$ cat config.mk
export PLATFORM = sky130hd
export DESIGN_NAME = button_conditioner
export DESIGN_NICKNAME = d
export VERILOG_FILES = /design/src/rtl/button_conditioner.sv
export SDC_FILE = /design/constraint.sdc
export NUM_CORES = 1
export LEC_CHECK = 0
export BUFFER_PORTS_ARGS = -buffer_cell sky130_fd_sc_hd__buf_2
export CORE_ASPECT_RATIO = 0.75
export CORE_MARGIN = 8
export CORE_UTILIZATION = 45
export CTS_BUF_LIST = sky130_fd_sc_hd__clkbuf_8
export CTS_CLUSTER_SIZE = 16
export DETAILED_ROUTE_END_ITERATION = 6
export GPL_TIMING_DRIVEN = 0
export SLEW_MARGIN = 40
export SYNTH_ARGS = -nofsm -noshare
export SYNTH_HDL_FRONTEND = slang
export SYNTH_SLANG_ARGS = --single-unit
$ cat constraint.sdc
create_clock -name clk -period 3.05 [get_ports clk]
set_input_delay 0.4575 -clock clk [delete_from_list [all_inputs] [get_ports clk]]
set_output_delay 0.4575 -clock clk [all_outputs]
set_load 0.005 [all_outputs]
$ cat src/rtl/button_conditioner.sv
// button_conditioner: N independent push-button channels. Each channel runs
// a synchroniser, a debounce counter that accepts a new level only after it
// has disagreed for DEBOUNCE_CYCLES consecutive cycles, and a hold FSM that
// produces press/release/long-press strobes plus optional auto-repeat.
// All outputs come straight from flops.
//
// The release strobe port is named `rel` because `release` is a reserved
// SystemVerilog keyword.
module button_conditioner #(
    parameter int N               = 5,
    parameter int SYNC_STAGES     = 2,
    parameter int DEBOUNCE_CYCLES = 1_000_000,
    parameter int LONG_CYCLES     = 100_000_000,
    parameter int REPEAT_CYCLES   = 20_000_000
) (
    input  logic         clk,
    input  logic         rst,          // asynchronous, active-low
    input  logic [N-1:0] btn_in,
    input  logic [N-1:0] repeat_en,
    output logic [N-1:0] level,
    output logic [N-1:0] press,
    output logic [N-1:0] rel,
    output logic [N-1:0] long_press
);

    localparam int DBW = $clog2(DEBOUNCE_CYCLES);
    localparam int HW  = $clog2(LONG_CYCLES);
    localparam int RW  = $clog2(REPEAT_CYCLES);

    localparam logic [DBW-1:0] DB_LAST   = DBW'(DEBOUNCE_CYCLES - 1);
    localparam logic [HW-1:0]  LONG_LAST = HW'(LONG_CYCLES - 1);
    localparam logic [RW-1:0]  REP_LAST  = RW'(REPEAT_CYCLES - 1);

    typedef enum logic [1:0] {
        IDLE    = 2'd0,
        PRESSED = 2'd1,
        HELD    = 2'd2
    } state_t;

    for (genvar g = 0; g < N; g++) begin : g_ch
        logic [SYNC_STAGES-1:0] sync_q;
        logic                   s;
        logic [DBW-1:0]         db_cnt;
        logic                   lvl_q;
        logic                   accept;
        logic                   rise;
        logic                   fall;
        state_t                 state;
        logic [HW-1:0]          hold_cnt;
        logic [RW-1:0]          rep_cnt;
        logic                   press_q;
        logic                   rel_q;
        logic                   long_q;

        assign s = sync_q[SYNC_STAGES-1];

        // Shift the raw button through the synchroniser chain.
        always_ff @(posedge clk or negedge rst) begin
            if (!rst) sync_q <= '0;
            else      sync_q <= {sync_q[SYNC_STAGES-2:0], btn_in[g]};
        end

        // The level flips on the DEBOUNCE_CYCLES-th consecutive disagreeing
        // cycle; any agreeing cycle restarts the count.
        assign accept = (s != lvl_q) && (db_cnt == DB_LAST);
        assign rise   = accept && s;
        assign fall   = accept && !s;

        // Debounce counter and accepted level.
        always_ff @(posedge clk or negedge rst) begin
            if (!rst) begin
                db_cnt <= '0;
                lvl_q  <= 1'b0;
            end else if (s == lvl_q) begin
                db_cnt <= '0;
            end else if (db_cnt == DB_LAST) begin
                db_cnt <= '0;
                lvl_q  <= s;
            end else begin
                db_cnt <= db_cnt + 1'b1;
            end
        end

        // Hold FSM. The strobes are driven from the same edge that updates
        // the level, so press/release line up with the level change. A
        // release beats any long/repeat strobe due on the same cycle.
        always_ff @(posedge clk or negedge rst) begin
            if (!rst) begin
                state    <= IDLE;
                hold_cnt <= '0;
                rep_cnt  <= '0;
                press_q  <= 1'b0;
                rel_q    <= 1'b0;
                long_q   <= 1'b0;
            end else begin
                press_q <= 1'b0;
                rel_q   <= 1'b0;
                long_q  <= 1'b0;
                if (fall) begin
                    rel_q    <= 1'b1;
                    state    <= IDLE;
                    hold_cnt <= '0;
                    rep_cnt  <= '0;
                end else begin
                    case (state)
                        IDLE: begin
                            if (rise) begin
                                press_q  <= 1'b1;
                                hold_cnt <= '0;
                                state    <= PRESSED;
                            end
                        end
                        PRESSED: begin
                            if (hold_cnt == LONG_LAST) begin
                                long_q  <= 1'b1;
                                rep_cnt <= '0;
                                state   <= HELD;
                            end else begin
                                hold_cnt <= hold_cnt + 1'b1;
                            end
                        end
                        HELD: begin
                            // Disabling repeat parks the counter at zero so a
                            // re-enable waits a full period.
                            if (!repeat_en[g]) begin
                                rep_cnt <= '0;
                            end else if (rep_cnt == REP_LAST) begin
                                press_q <= 1'b1;
                                rep_cnt <= '0;
                            end else begin
                                rep_cnt <= rep_cnt + 1'b1;
                            end
                        end
                        default: state <= IDLE;
                    endcase
                end
            end
        end

        assign level[g]      = lvl_q;
        assign press[g]      = press_q;
        assign rel[g]        = rel_q;
        assign long_press[g] = long_q;
    end

endmodule

After elaboration in Yosys (flattened, before gate mapping):

Index checks and enable logic that the tools add are counted.

* multiply operators: 0
* add/subtract/negate cells: 15
* shifts and indexed selects: 0
* magnitude comparators: 0
* divide/modulo/power cells: 0
* multiplexer cells: 120
* bitwise logic cells: 5
* equal/unequal tests: 55
* reduce and logical (&&, ||, !) cells: 55

Operators by type and width (count)
* $mux 25: 20
* $mux 27: 15
* $pmux 27 s2: 5
* $pmux 25 s2: 5
* $mux 20: 10
* $add 27x1->27 const B: 5
* $eq 27x27->1 const B: 5
* $add 25x1->25 const B: 5
* $eq 25x25->1 const B: 5
* $add 20x1->20 const B: 5
* $eq 20x20->1 const B: 5
* $ne 3x3->1 const B: 15
* $mux 1: 40
* $mux 2: 15
* $pmux 2 s3: 5
* $reduce_and 3->1: 10
* $reduce_bool 3->1: 10
* $reduce_and 2->1: 10
* $logic_and 1x1->1: 15
* $eq 2x1->1 const B: 5
* $eq 2x2->1 const B: 5
* $logic_not 2->1: 5
* $ne 2x2->1 const B: 5
* $pmux 1 s2: 5
* 4 further kinds: 20

* register bits: 400
* latch bits: 0
* memories: 0
* word-level logic and storage cells: 295
* bits of input ports: 12
* ROM bits: 0
* output and inout bits: 20
* RAM bits: 0

Longest topological paths before layout:

Gate-level depths: netlist (run 1).

* depth in word-level cells: 6
* mapped depth: 10
* gate-level depth less buffers: 8

Worst setup path before layout (run 1):

Ideal clock, no wire load.

* kind: register -> register
* start: reg g_ch[3].db_cnt[11]
* end: reg g_ch[3].hold_cnt[5]
* setup time: 0.078 ns
* required time: 2.972 ns
* arrival time: 2.902 ns
* path slack: 0.069 ns
* period minus slack after synthesis: 2.981 ns
* stages on the path, launching flop included: 9
* buffers on the path: 2
* path through: dfrtp_1 or4_1 or4b_4 or4_4 buf_6 and2_0 buf_2 or4_1 a21oi_1

* word-level cells in the longest chain between the ends: 5
* elaborated cells on any way between the ends: 9
* classes of those cells: 3 x eq/ne; 1 x mux; 5 x reduce/logical

Ends and longest elaborated chain
* start: declaration: line 43 `logic [DBW-1:0] db_cnt;`
* start signal: assignment: line 80 `db_cnt <= db_cnt + 1'b1;`
* $eq 20x20->1 (*): line 65 `assign accept = (s != lvl_q) && (db_cnt == DB_LAST);`
* $logic_and 1x1->1 (*): line 65
* $logic_and 1x1->1 (on tied branches): line 67, 66
* $ne 3x3->1 (no line) / $reduce_bool 3->1 (equally long branches)
* $reduce_and 3->1 (no line)
* end signal: assignment: line 119 `hold_cnt <= hold_cnt + 1'b1;`
* end: declaration: line 49 `logic [HW-1:0] hold_cnt;`

Every way passes the cells marked *; elsewhere a longest branch is shown, timed or not.
A chain may end at the register's enable or synchronous reset.

Worst setup path in the final report (run 1):

* start: reg g_ch[3].db_cnt[12]
* end: reg g_ch[3].hold_cnt[5]

The elaborated chain is that of the path after synthesis.

==> flow_summary.yaml, run 1 <==
run_status:
  status: "completed"
setup_path:
  worst-setup-path-type: "register to register"
  max_stage_delay_ns: 0.57
  r2r_slack_ns: 0.02
  r2r_cells: 7
  r2r-start: "g_ch[3].db_cnt[12]"
  crit_start: "g_ch[3].db_cnt[12]"
  critPathLaunchType: "register"
  path_buf_inv: 1
  arrival_ns: 3.59
  path_cells: "or4_1 > or4b_4 > or4_4 > and2_4 > buf_6 > or4_4 > a21oi_2"
  endpoint: "g_ch[3].hold_cnt[5]"
  cpMostUsedCell: "or4_4"
  cp_top_family: "simple AND/OR/NAND/NOR gates"
  r2r_end: "g_ch[3].hold_cnt[5]"
  crit_cells: 7
  cp_max_fo: 9
  cp_slowest_cell: "or4_4"
  worstPathRequired_ns: 3.61
  end_kind: "register"
yosys:
  ys_seq_elements: 400
  synthTopCellsByArea: "dfrtp_1 (47%), nand3_1 (5.8%), nor2_1 (4.0%), nand2_1 (3.6%), o21ai_0 (3.4%)"
  yosysSeqAreaShare: 0.4705
  syn_nets: 2415
  synth_area_mm2: 0.02127
  ys_warn_count: 0
  synth_top_area_cell: "dfrtp_1"
  synthDistinctLibCells: 68
  synth_top_family_by_area: "simple AND/OR/NAND/NOR gates"
  synth_edf_count: 0
  yosys_most_used_dff: "dfrtp_1"
  synthXorXnorAreaFrac: 0.05105
  synthMuxAreaShare: 0.01970
  yosysTopAreaCellShare: 0.4705
  synthCells: 2388
  synth-async-reset-ratio: 1.000
  synth.avg_cell_area_um2: 8.909
  synth_compound_area_frac: 0.1170
  synth_fa_ha_area_frac: 0.008822
  synth-simple-area-share: 0.2942
timing:
  fin_crit_sh: 0.9949
  fmax_ghz: 0.3296
  tightest_slew_ns: 0.7835
  rsz0062_at_grt: "true"
  finalSetupViolCount: 0
  finalClockSkew_ns: 0.03217
  hold_viol_final: 0
  post-route-min-period_ns: 3.034
  slew_headroom: 0.4732
  slew_viol_final: 0
power_and_ir_drop:
  comb_power_share: 0.020
  peakVddDrop_v: 0.0002885
  switchingPower_mw: 2.453
  p_seq_frac: 0.505
  p_sw_frac: 0.2314
  power_density_mw_per_mm2: 440.2
  p_int_mw: 8.148
  p_leak_nw: 10.14
  clkPwrFrac: 0.476
placement:
  dpl.cell_count: 3064
  place.gp.congestion: 0.8754
  post_dp_cell_area_mm2: 0.02246
  numPortBuffers: 31
  place_hpwl_mm: 33.62
drt:
  postRouteAntennaNets: 0
  dr.pass1.iters: 6
  drt_iter0_drc: 1360
  wl_per_cell_um: 15.54
  drc: 0
  vias: 18044
  viasPerCell: 5.656
  wl_mm: 49.57
cells_and_area:
  final_cell_count_no_fill: 3190
  nets: 2530
  layout_common_cells: "dfrtp_1 (398), nand3_1 (245), nor2_1 (227)"
  final_common_cell: "dfrtp_1"
  fin_area_mm2: 0.02408
  antenna_cells: 0
  drive_gt1_frac: 0.09682
  area_growth_syn_to_layout_pct: 13.20
  fillers: 4351
floorplan:
  start_util: 0.4521
  core_mm2: 0.04705
  die_area_mm2: 0.05456
  dieHeight_um: 204.3
  ios: 32
  die_w_um: 267.1
  std_cell_rows: 69
cts:
  tritoncts: "built"
  ctsHtreeMaxLevel: 3
  clk_pin_slew_worst_paths_ns: 0.06
  insertion_delay_ns: 0.64
  cts_sinks: 400
  cts_buffers: 70
  cts_max_path_buffers: 3
  cts_root_buf: "clkbuf_8"
global_route:
  first_global_vias: 17282
  grt_pass1_wl_mm: 86.57
  grt_max_degree: 75
  grt-ovfl-total: 0
  grt_use_total: 0.1848
  antenna_found_initial: 0
min_path:
  holdCritPathClass: "input pin to register"
flow_run:
  cap_violations: 0
==> synth_stat cells, types with 26 or more instances <==
library cell    n
nand2_1       203
nand3_1       245
nor2_1        228
o21ai_0       146
and2_1         26
a21oi_1       139
xnor2_1        64
mux2i_1        34
inv_1          89
xor2_1         60
dfrtp_1       400
and3_1         69
or3_1          94
nor4_1         34
nor3_1         66
clkbuf_1       84
nand4_1        77
and4_1         28
==> cells by family after synthesis <==
kind of cell / Yosys count
xor gates and xnor gates: 124
AOI/OAI and AO/OA: 416
DFF: 400
muxes: 41
and+or+nand+nor: 1195
buffers and inverters: 197
adders and majority gates: 15
==> flip-flops by register name, indices dropped and copies added, names as in the netlist, 10 cells and up <==
| signal | flops |
|---|---|
| g_ch.hold_cnt | 135 |
| g_ch.rep_cnt | 125 |
| g_ch.db_cnt | 100 |
| g_ch.state | 10 |
| g_ch.sync_q | 10 |
==> layer usage <==
metal	up-vias	track usage	share of wire
met2	385	0.2647	0.42
met4	0	0.04851	0.019
met5	-	0	0
met3	78	0.03619	0.047
li1	8845	-	-
met1	8736	0.2816	0.52
==> tightest hold or removal path: stages <==
cell	delay [ns]
buf_2	0.12
nand3_1	0.06
a21oi_1	0.08
==> timing repair <==
action / in CTS / in global routing
gates cloned: 0 / 0
buffers inserted: 2 / 6
endpoints found under the setup margin: 45 / 187
hold buffers: 6 / 0
endpoints found under the hold margin: 40 / 0
pin swaps: 0 / 2
resized for setup: 7 / 63
==> per-stage QoR <==
stage	setup TNS, ns	util	hold WS (ns)	power, mW	setup WS, ns
final	0	0.5118	0.1282	10.60	0.01566
after global routing	-0.2432	0.5118	0.09274	11.07	-0.05798
after CTS	-0.2009	0.5092	0.07853	10.79	-0.07728
after detailed placement	-1.818	0.4773	0.3355	5.661	-0.1263
after global placement	-2705.52	0.4724	0.3323	5.632	-6.822
after floorplan	0	-	0.1619	5.494	0.06949
==> worst min-delay path by stage <==
stage / to / cells past startpoint / slack, ns / startpoint
floorplan: g_ch[0].db_cnt[0] / 0 / 0.16 / rst
global placement: g_ch[1].sync_q[1] / 0 / 0.33 / g_ch[1].sync_q[0]
detailed placement: g_ch[1].sync_q[1] / 0 / 0.34 / g_ch[1].sync_q[0]
CTS: g_ch[1].press_q / 3 / 0.08 / repeat_en[1]
global route: g_ch[1].press_q / 3 / 0.09 / repeat_en[1]
finish: g_ch[1].press_q / 3 / 0.13 / repeat_en[1]
==> final cells by class <==
type	instances	area, um2	area share
plain buffers	99	488.0	0.02026
clock buffers	88	1211	0.05029
clock inverters	32	200.2	0.008313
inverters	90	341.6	0.01418
multi-input cells	1791	10580	0.4393
flip-flops and latches	400	10010	0.4158
well taps	639	799.5	0.03320
repair buffers	51	450.4	0.01870
==> power groups by stage <==
stage               sequential [mW]  clock, mW  combinational [mW]
floorplan                      5.44          0              0.0506
global placement               5.45          0               0.184
detailed placement             5.45          0               0.213
CTS                            5.35       5.22               0.221
global route                   5.35       5.47               0.248
finish                         5.35       5.04               0.208
Note: power is estimated with default switching activity, not from simulation.
==> run 2, diff against run 1 <==
- CTS_BUF_LIST: sky130_fd_sc_hd__clkbuf_8 -> default
- GPL_TIMING_DRIVEN: 0 -> default
==> flow_summary.yaml, run 2 (same netlist as run 1, synthesis figures left out) <==
setup_path:
  cp_slowest_cell: "or4_4"
  r2r_slack_ns: 0.11
  path_buf_inv: 1
  max_stage_delay_ns: 0.52
  worstPathRequired_ns: 3.49
  cp_top_family: "simple AND/OR/NAND/NOR gates"
  worst-setup-path-type: "register to register"
  r2r-start: "g_ch[3].db_cnt[11]"
  critPathLaunchType: "register"
  path_cells: "or4_1 > or4b_4 > or4_4 > buf_4 > a211oi_1 > nand3_1 > mux2i_1"
  cp_max_fo: 11
  r2r_cells: 7
  r2r_end: "g_ch[3].hold_cnt[24]"
  arrival_ns: 3.38
  end_kind: "register"
cts:
  insertion_delay_ns: 0.58
  clk_pin_slew_worst_paths_ns: 0.06
  cts_max_path_buffers: 3
  tritoncts: "built"
  cts_buffers: 44
  cts_root_buf: "clkbuf_16"
  cts_setup_buffers: 0
  cts_sinks: 400
  ctsHtreeMaxLevel: 2
power_and_ir_drop:
  peakVddDrop_v: 0.0003174
  power_density_mw_per_mm2: 458.3
  p_leak_nw: 10.07
  finalPower_mw: 10.99
floorplan:
  core_mm2: 0.04705
  ios: 32
  dieHeight_um: 204.3
  die_w_um: 267.1
  die_area_mm2: 0.05456
  std_cell_rows: 69
  start_util: 0.4521
drt:
  vias: 17534
  postRouteAntennaNets: 0
  drc: 1
  drt_iter0_drc: 1165
  viasPerCell: 5.636
  wl_mm: 47.52
  dr.pass1.iters: 7
  wl_per_cell_um: 15.27
global_route:
  grt-ovfl-total: 0
  antenna_found_initial: 0
  grt_pass1_wl_mm: 82.88
  first_global_vias: 16871
  grt_use_total: 0.1754
  grt_max_degree: 90
timing:
  fin_tns_setup_ns: 0
  rsz0062_at_grt: "false"
  tightest_slew_ns: 0.7279
  fin_ws_ns: 0.1150
  finalSetupViolCount: 0
  hold_ws_ns: 0.1720
  fin_crit_sh: 0.9623
  slew_viol_final: 0
  finalClockSkew_ns: 0.02314
  fmax_ghz: 0.3407
  post-route-min-period_ns: 2.935
  slew_headroom: 0.5115
  hold_viol_final: 0
placement:
  dpl.cell_count: 3025
  post_dp_cell_area_mm2: 0.02245
  place.gp.congestion: 0.8298
  pre_cts_ws_ns: 0.01556
  numPortBuffers: 31
  place_hpwl_mm: 31.59
cells_and_area:
  fillers: 4367
  area_growth_syn_to_layout_pct: 12.76
  drive_gt1_frac: 0.08900
  top_register: "g_ch.hold_cnt"
  utilization: 0.5098
  nets: 2465
  antenna_cells: 0
  final_cell_count_no_fill: 3111
  largest_reg_flops: 135
  fin_area_mm2: 0.02399
  reg.largest.list: "g_ch.hold_cnt (135), g_ch.rep_cnt (125), g_ch.db_cnt (100)"
  final_common_cell: "dfrtp_1"
  layout_common_cells: "dfrtp_1 (400), nand3_1 (245), nor2_1 (227)"
flow_run:
  cap_violations: 0
min_path:
  min_path_cells: 3
  min-delay-start: "repeat_en[1]"
  holdCritPathClass: "input pin to register"
  holdPathEnd: "g_ch[1].press_q"
run_status:
  violations: "DRC"
  status: "finished, violations left"
[run 2: worst reg2reg max path, stage by stage (launching register included)]
cell	delay, ns
dfrtp_1	0.38
or4_1	0.51
or4b_4	0.50
or4_4	0.52
buf_4	0.19
a211oi_1	0.41
nand3_1	0.16
mux2i_1	0.15
[run 2: repair_timing]
action                     CTS  global route
cloned                       0             0
resized for setup            1             4
setup endpoints to repair    1            13
hold endpoints to repair    29             0
pin swaps                    0             1
hold buffers                 6             0
[run 2: how the worst max path moves through the flow]
stage | from | to | slack (ns) | cells after the start
2_1_floorplan | g_ch[3].db_cnt[11] | g_ch[3].hold_cnt[5] | 0.07 | 8
3_3_place_gp | g_ch[3].db_cnt[11] | g_ch[3].hold_cnt[17] | 0.07 | 7
3_5_place_dp | g_ch[3].db_cnt[11] | g_ch[3].hold_cnt[14] | 0.02 | 7
4_1_cts | g_ch[3].db_cnt[11] | g_ch[3].hold_cnt[14] | 0.04 | 7
5_1_grt | g_ch[3].db_cnt[11] | g_ch[3].hold_cnt[24] | 0.03 | 7
6_report | g_ch[3].db_cnt[11] | g_ch[3].hold_cnt[24] | 0.11 | 7
[run 2: layer usage]
metal / part of all wire / track usage / routed length [um]
met1: 0.52 / 0.2635 / 24560
met2: 0.43 / 0.2611 / 20320
met3: 0.040 / 0.03198 / 1893
met4: 0.016 / 0.03803 / 741
met5: 0 / 0 / 0
[run 2: area by class of cell]
| class | instances | area (um2) | share of cell area |
|---|---|---|---|
| inverter | 90 | 337.8 | 0.01408 |
| clock buffer | 66 | 1274 | 0.05310 |
| clock inverter | 14 | 191.4 | 0.007980 |
| timing repair buffer | 111 | 855.8 | 0.03568 |
| multi-input combinational | 1791 | 10520 | 0.4386 |
| tap | 639 | 799.5 | 0.03333 |
| sequential | 400 | 10010 | 0.4173 |
[run 2: report_power, final]
part	leakage (nW)	switching, mW	internal [mW]	total (mW)
Sequential	5.48	0.0206	5.33	5.35
Clock	0.718	2.21	3.23	5.44
Combinational	3.87	0.150	0.0498	0.200
Total	10.1	2.38	8.61	11.0
